===== src/rtl/ucode_pkg.sv =====
// Shared constants for the microcode sequencer: address width, chain/IRQ entries,
// FSM state encodings and the control-word bit layout returned by the ROM.
package ucode_pkg;

  localparam int UCODE_ADDR_W = 9;

  localparam logic [UCODE_ADDR_W-1:0] CHAIN_BASE  = 9'h100;
  localparam int                      CHAIN_COUNT = 24;
  localparam logic [UCODE_ADDR_W-1:0] IRQ_ENTRY   = 9'h118;

  typedef logic [2:0] state_t;

  localparam state_t S_RESET = 3'd0;
  localparam state_t S_FETCH = 3'd1;
  localparam state_t S_EXEC  = 3'd2;
  localparam state_t S_HALT  = 3'd3;
  localparam state_t S_IRQ   = 3'd4;

  // Sequencing field of the ROM control word: three flags, then the chain index.
  localparam int CW_END_BIT   = 0;
  localparam int CW_HALT_BIT  = 1;
  localparam int CW_CHAIN_BIT = 2;
  localparam int CW_SEL_LSB   = 3;
  localparam int CW_SEL_W     = 5;
  localparam int CW_W         = CW_SEL_LSB + CW_SEL_W;

endpackage


===== src/rtl/ucode_sequencer.sv =====
// Microcode sequencer: opcode fetch, ROM address stepping, chaining, HALT and
// interrupt dispatch. Interrupt dispatch exists only when UCODE_IRQ_EN is defined.
module ucode_sequencer
  import ucode_pkg::*;
#(
  parameter int                ADDR_W      = UCODE_ADDR_W,
  parameter logic [ADDR_W-1:0] CHAIN_BASE  = ucode_pkg::CHAIN_BASE,
  parameter int                CHAIN_COUNT = ucode_pkg::CHAIN_COUNT,
  parameter logic [ADDR_W-1:0] IRQ_ENTRY   = ucode_pkg::IRQ_ENTRY
) (
  input  logic              clk,
  input  logic              rst,
  input  logic              stall,
  output logic              fetch_req,
  input  logic              fetch_valid,
  input  logic [7:0]        fetch_data,
  input  logic              ctrl_end,
  input  logic              ctrl_halt,
  input  logic              ctrl_chain,
  input  logic [4:0]        ctrl_chain_sel,
  input  logic              irq_pending,
  input  logic              ime,
  output logic [ADDR_W-1:0] ucode_addr,
  output logic              ucode_valid,
  output logic [7:0]        ir,
  output logic              irq_ack,
  output logic              halted,
  output logic              ucode_err,
  output logic [2:0]        dbg_state_o
);

  // Handshake: fetch_data is consumed only in a cycle where fetch_req is high and
  // fetch_valid is high; fetch_valid in any other cycle is ignored.

  state_t            state_q, state_d;
  logic [ADDR_W-1:0] addr_q, addr_d;
  logic              valid_q, valid_d;
  logic              fetch_req_q, fetch_req_d;
  logic [7:0]        ir_q, ir_d;
  logic              irq_ack_q, irq_ack_d;
  logic              halted_q, halted_d;
  logic              err_q, err_d;

  logic [CW_W-1:0]     cw;
  logic                cw_end, cw_halt, cw_chain, cw_multi, sel_oob;
  logic [CW_SEL_W-1:0] cw_sel;
  logic                go_end, go_fetch, go_irq;

  always_comb begin
    cw                                = '0;
    cw[CW_END_BIT]                    = ctrl_end;
    cw[CW_HALT_BIT]                   = ctrl_halt;
    cw[CW_CHAIN_BIT]                  = ctrl_chain;
    cw[CW_SEL_LSB +: CW_SEL_W]        = ctrl_chain_sel;
  end

  assign cw_end   = cw[CW_END_BIT];
  assign cw_halt  = cw[CW_HALT_BIT];
  assign cw_chain = cw[CW_CHAIN_BIT];
  assign cw_sel   = cw[CW_SEL_LSB +: CW_SEL_W];
  assign cw_multi = (cw_end & cw_halt) | (cw_end & cw_chain) | (cw_halt & cw_chain);
  assign sel_oob  = int'(cw_sel) >= CHAIN_COUNT;

  always_comb begin
    state_d     = state_q;
    addr_d      = addr_q;
    valid_d     = valid_q;
    fetch_req_d = fetch_req_q;
    ir_d        = ir_q;
    irq_ack_d   = 1'b0;
    halted_d    = halted_q;
    err_d       = err_q;
    go_end      = 1'b0;
    go_fetch    = 1'b0;
    go_irq      = 1'b0;

    case (state_q)
      S_RESET: go_fetch = 1'b1;
      S_FETCH: begin
        if (fetch_valid) begin
          ir_d        = fetch_data;
          addr_d      = {{(ADDR_W-8){1'b0}}, fetch_data};
          valid_d     = 1'b1;
          fetch_req_d = 1'b0;
          state_d     = S_EXEC;
        end
      end
      S_EXEC: begin
        if (!stall) begin
          if (cw_multi) err_d = 1'b1;
          if (cw_end) begin
            go_end = 1'b1;
          end else if (cw_halt) begin
            state_d  = S_HALT;
            halted_d = 1'b1;
            valid_d  = 1'b0;
          end else if (cw_chain) begin
            if (sel_oob) begin
              err_d    = 1'b1;
              go_fetch = 1'b1;
            end else begin
              addr_d = CHAIN_BASE + ADDR_W'(cw_sel);
            end
          end else begin
            // A word with no sequencing bit is malformed; finish the instruction.
            err_d  = 1'b1;
            go_end = 1'b1;
          end
        end
      end
      S_HALT: begin
        if (irq_pending) begin
          halted_d = 1'b0;
`ifdef UCODE_IRQ_EN
          if (ime) go_irq = 1'b1;
          else     go_fetch = 1'b1;
`else
          go_fetch = 1'b1;
`endif
        end
      end
`ifdef UCODE_IRQ_EN
      S_IRQ: begin
        state_d = S_EXEC;
        valid_d = 1'b1;
      end
`endif
      default: go_fetch = 1'b1;
    endcase

    if (go_end) begin
`ifdef UCODE_IRQ_EN
      if (irq_pending && ime) go_irq = 1'b1;
      else                    go_fetch = 1'b1;
`else
      go_fetch = 1'b1;
`endif
    end

    if (go_fetch) begin
      state_d     = S_FETCH;
      valid_d     = 1'b0;
      fetch_req_d = 1'b1;
    end

`ifdef UCODE_IRQ_EN
    if (go_irq) begin
      state_d     = S_IRQ;
      irq_ack_d   = 1'b1;
      addr_d      = IRQ_ENTRY;
      valid_d     = 1'b0;
      fetch_req_d = 1'b0;
    end
`endif
  end

  always_ff @(posedge clk or posedge rst) begin
    if (rst) begin
      state_q     <= S_RESET;
      addr_q      <= '0;
      valid_q     <= 1'b0;
      fetch_req_q <= 1'b0;
      ir_q        <= '0;
      irq_ack_q   <= 1'b0;
      halted_q    <= 1'b0;
      err_q       <= 1'b0;
    end else begin
      state_q     <= state_d;
      addr_q      <= addr_d;
      valid_q     <= valid_d;
      fetch_req_q <= fetch_req_d;
      ir_q        <= ir_d;
      irq_ack_q   <= irq_ack_d;
      halted_q    <= halted_d;
      err_q       <= err_d;
    end
  end

`ifdef UCODE_IRQ_EN
  assign irq_ack = irq_ack_q;
`else
  logic unused_irq;
  assign unused_irq = ime ^ irq_ack_q ^ go_irq;
  assign irq_ack    = 1'b0;
`endif

  assign fetch_req   = fetch_req_q;
  assign ucode_addr  = addr_q;
  assign ucode_valid = valid_q;
  assign ir          = ir_q;
  assign halted      = halted_q;
  assign ucode_err   = err_q;
  assign dbg_state_o = state_q;

endmodule

===== config.mk =====
export PLATFORM = sky130hd
export DESIGN_NAME = ucode_sequencer
export DESIGN_NICKNAME = d
export VERILOG_FILES = /design/src/rtl/ucode_pkg.sv /design/src/rtl/ucode_sequencer.sv
export SDC_FILE = /design/constraint.sdc
export NUM_CORES = 1
export LEC_CHECK = 0
export ABC_AREA = 0
export BUFFER_PORTS_ARGS = -buffer_cell sky130_fd_sc_hd__clkbuf_2
export CORE_MARGIN = 5
export CORE_UTILIZATION = 45
export CTS_BUF_LIST = sky130_fd_sc_hd__clkbuf_8
export DETAILED_ROUTE_END_ITERATION = 8
export PLACE_DENSITY = 0.76
export SLEW_MARGIN = 20
export SYNTH_ARGS = -nofsm -noshare
export SYNTH_HDL_FRONTEND = slang
export SYNTH_SLANG_ARGS = --single-unit

===== constraint.sdc =====
create_clock -name clk -period 1.3 [get_ports clk]
set_clock_uncertainty 0.05 [all_clocks]
set_input_delay 0.065 -clock clk [delete_from_list [all_inputs] [get_ports clk]]
set_output_delay 0.065 -clock clk [all_outputs]
set_load 0.005 [all_outputs]

==> Word-level counts from Yosys, hierarchy flattened <==
Index checks and enable logic that the tools add are counted.
{ "word_totals": {"ff_bits": 24, "output_inout_bits": 25} }
{ "op_classes": {"add_sub_neg": 1, "n_lt_le_gt_ge": 1, "eq_ne": 15, "mux": 45, "n_bitwise": 6, "reduce_logical": 11} }
{ "ops": {"columns": ["op", "n"], "rows": [
  ["$mux 9", 6],
  ["$mux 1", 29],
  ["$pmux 9 s2", 1],
  ["$ne 2x2->1 const B", 8],
  ["$mux 3", 5],
  ["$ne 3x3->1 const B", 4],
  ["$reduce_and 5->1", 2],
  ["$add 9x5->9 const A", 1],
  ["$reduce_bool 2->1", 4],
  ["$reduce_and 7->1", 1],
  ["$eq 3x2->1 const B", 2],
  ["$pmux 3 s2", 1],
  ["$reduce_and 2->1", 3],
  ["$ge 5x5->1 const B", 1],
  ["$pmux 1 s2", 2],
  ["$and 1x1->1", 3],
  ["$eq 3x1->1 const B", 1],
  ["$pmux 1 s3", 1],
  ["$reduce_bool 3->1", 1],
  ["$or 1x1->1", 2],
  ["$not 1->1", 1]
]} }

==> Depth between registers and ports, before layout <==
{ "logic_depth": {"ltp_word": 10, "depth_mapped": 5, "mapped_depth_nobuf": 3} }

==> Least setup slack after synthesis <==
Ideal clock, no wire load.
{ "synth_path": {"path_kind": "reg2reg", "start": "reg state_q[1] (netlist: dbg_state_o[1])", "end": "reg fetch_req_q (netlist: fetch_req)", "setup_ns": 0.129, "t_arrival_ns": 1.290, "t_required_ns": 1.121, "setup_slack_ns": -0.168, "stages_incl_launch_ff": 4, "n_path_buf": 1, "synth_period_minus_slack_ns": 1.468, "path_cell_list": "dfrtp_1 > buf_2 > nand3b_1 > a2111o_1"} }
{ "synth_between": {"elab_chain_len": 5, "word_cells_on_any_way": 10, "cone_classes": "eq/ne (3); mux (4); reduce/logical (3)"} }
{ "synth_rtl": {"columns": ["item", "line", "rtl"], "rows": [
  ["start: declaration", "ucode_sequencer.sv:35", "state_t state_q, state_d;"],
  ["start signal: assignment", "ucode_sequencer.sv:168", "state_q <= state_d;"],
  ["$eq 3x2->1 / $eq 3x1->1 (equally long branches)", "ucode_sequencer.sv:77", "case (state_q)"],
  ["$pmux 1 s3 / $mux 1 (equally long branches)", "ucode_sequencer.sv:77", null],
  ["$mux 1", "ucode_sequencer.sv:131", "if (go_end) begin"],
  ["$reduce_bool 2->1 (no line)", null, null],
  ["$reduce_and 2->1 (no line)", null, null],
  ["end signal: assignment", "ucode_sequencer.sv:171", "fetch_req_q <= fetch_req_d;"],
  ["end: declaration", "ucode_sequencer.sv:38", "logic fetch_req_q, fetch_req_d;"]
]} }
Several ways; a longest one is shown, not always the timed one.
A chain may end at the register's enable or synchronous reset.

==> Final worst setup path <==
Ends and elaborated chain as after synthesis.

==> impl_metrics.py <==
metrics = {
    "sta": {
        "fin_ws_ns": -0.04303,
        "rsz0062_at_grt": "true",
        "hold_viol_final": 0,
        "period_share_pct": 103.3,
        "fmax_ghz": 0.7446,
        "hold_slack_ns": 0.08258,
        "setup_viol_count_final": 10,
        "fin_crit_ns": 1.343,
        "final_max_slew_viol_count": 0,
    },
    "synthesis": {
        "ys.flop_type": "dfrtp_1",
        "synth.area.top_cells": "dfrtp_1 49%, nand2_1 9.9%, o31ai_1 2.6%",
        "ys_ff_latch": 23,
        "synth_compound_area_share_pct": 20.64,
        "synth_edf_count": 0,
        "synth_top_family_by_area": "simple AND/OR/NAND/NOR gates",
        "avgSynthCellArea_sq_um": 9.485,
        "synth_top_area_share_pct": 48.94,
        "syn_inst": 124,
        "synth_largest_area_cell": "dfrtp_1",
        "async_reset_ff_share_pct": 100.0,
        "yosysWarnings": 0,
        "yosys.area_share.simple_pct": 22.98,
        "synth-adder-area-share_pct": 0,
        "synth_area_sq_um": 1176,
        "ys_seq_area_share_pct": 48.94,
        "synth.distinct_cells": 38,
        "muxShareOfSynthArea_pct": 0,
        "synth-xor-area-share_pct": 0.7447,
    },
    "die": {
        "ios": 47,
        "die_h_um": 61.13,
        "dieWidth_um": 61.13,
        "start_util_pct": 47.05,
        "rows": 18,
        "core_area_sq_um": 2500,
        "die-area_sq_um": 3736,
    },
    "layout": {
        "nets": 218,
        "multi_input_area_sq_um": 638.1,
        "layout_common_cells": "43 x clkbuf_2, 26 x nand2_1, 22 x dfrtp_1, 18 x buf_4, 9 x dlygate4sd3_1",
        "fin_area_sq_um": 1827,
        "layout_commonest_cell": "clkbuf_2",
        "final-seq-area_sq_um": 576.8,
        "area_delta_synth_final_pct": 55.32,
        "n_antenna_cell": 0,
        "drive_above_1_share_pct": 49.74,
        "fillers": 189,
    },
    "pwr": {
        "power_density_nw_per_um2": 1958,
        "peakVddDrop_uv": 1420,
        "leakagePower_nw": 0.8984,
        "finalPower_mw": 3.577,
    },
    "cts": {
        "cts_max_path_buffers": 2,
        "cts_sinks": 23,
        "cts-root-buf": "clkbuf_8",
        "htreeDepth": 1,
        "cts_tree": "yes",
        "clock_latency_ns": 0.25,
        "cts_buffers": 3,
        "clkTransAtPathRegs_ns": 0.09,
    },
    "placement": {
        "gp_congestion": 0.8086,
        "placedInstanceArea_sq_um": 1516,
        "io_buffer_count": 43,
        "dp_hpwl_mm": 2.415,
    },
    "route": {
        "vias": 1239,
        "wl_per_cell_um": 15.34,
        "first_iter_violations": 64,
        "routed_via_density": 5.507,
        "detail-route-antenna-nets": 0,
        "drc": 0,
        "firstDrtPassIters": 4,
        "finalWirelength_mm": 3.452,
    },
    "global_routing": {
        "grt_max_degree": 24,
        "grt_pass1_vias": 1222,
        "grt_usage_pct": 19.69,
        "antenna_found_initial": 0,
        "grt_pass1_wl_mm": 5.547,
        "globalRouteOverflowTotal": 0,
    },
    "critical_path": {
        "regToRegSetupSlack_ns": -0.04,
        "r2r_cells": 4,
        "cp.required_ns": 1.39,
        "arrival_ns": 1.43,
        "crit_type": "reg2reg",
        "startpoint_type": "flop",
        "cp-end-kind": "flop",
        "worst-path-max-fanout": 8,
    },
    "worst_hold_path": {
        "whs_path_depth": 3,
        "hp-class": "in2reg",
    },
    "status": {
        "violations": "negative setup slack",
        "status": "complete, but fails checks",
    },
    "job": {
        "drv_cap": 0,
    },
}
-- worst max-delay path: stages (launching register included) --
cell	delay (ns)
dfrtp_1	0.41
buf_4	0.19
nor3b_4	0.16
o21a_1	0.14
a2111o_1	0.29
-- sequential cells by signal (all words and copies together), names as in the netlist --
name	cells
dbg_state_o	2
fetch_req	1
halted	1
ir	8
ucode_addr	9
ucode_err	1
ucode_valid	1
-- worst paths after layout --
check	endpoint	start
setup / recovery	fetch_req	dbg_state_o[1]
hold / removal	ucode_addr[0]	ctrl_chain_sel[0]
setup reg to reg	fetch_req	dbg_state_o[1]
hold reg to reg	ir[1]	ir[1]
max in group asynchronous	dbg_state_o[0]	rst
min in group asynchronous	ir[2]	rst
-- per-stage QoR --
stage               util (%)  setup TNS, ns  worst slack (ns)  std cells
finish                 73.07        -0.2397          -0.04303        225
global route           73.07         -1.207           -0.1436        225
CTS                    69.47        -0.1875          -0.04603        221
detailed placement     60.66         -1.088           -0.1534        206
global placement       60.66        -0.6341          -0.09376        206
floorplan                  -        -0.3662          -0.09823        125
-- repair_timing --
action                                  CTS  global route
hold buffers                              9             0
endpoints found under the setup margin   19            18
endpoints found under the hold margin    32             0
setup buffers                             2             4
pin swaps                                 2             4
resized for setup                        18            15
cloned                                    0             0
-- where the power goes --
part	internal [mW]	switching [mW]	leakage, nW	total (mW)
registers	1.06	0.244	0.275	1.30
clock network	0.214	0.225	0.0255	0.438
logic	0.971	0.868	0.598	1.84
total	2.24	1.34	0.898	3.58
-- per-layer routing --
| metal | up-vias | share of wire, % | global-route usage (%) |
|---|---|---|---|
| met5 | - | 0 | 0 |
| met4 | 0 | 0.64 | 3.715 |
| met3 | 4 | 8.1 | 3.354 |
| met2 | 52 | 52 | 35.95 |
| met1 | 599 | 40 | 24.41 |
| li1 | 584 | - | - |
-- final cells by class --
| class | count | area share, % |
|---|---|---|
| sequential | 23 | 31.58 |
| inverter | 3 | 0.6164 |
| tap | 30 | 2.055 |
| timing repair buffer | 76 | 28.29 |
| multi-input combinational | 89 | 34.93 |
| clock inverter | 1 | 0.2740 |
| clock buffer | 3 | 2.260 |
-- cells in the mapped netlist, types with 2 or more instances --
master,n
nand3b_1,2
o21a_1,2
dfrtp_1,23
buf_6,2
a32oi_1,3
o31ai_1,4
nor3_1,3
buf_2,3
o21ai_0,5
a31oi_1,4
o21ai_1,2
inv_1,3
o22ai_1,3
clkbuf_1,3
a21o_1,2
nor4_1,3
nor2_1,3
nand2_1,31
buf_4,2
a311oi_1,3
-- kinds of logic after synthesis --
logic type | after synthesis
AND/OR/NAND/NOR | 54
buffers and inverters | 13
other | 1
AO/OA/AOI/OAI | 32
XOR/XNOR | 1
flip-flops | 23
Power figures use the tool's default switching activity.
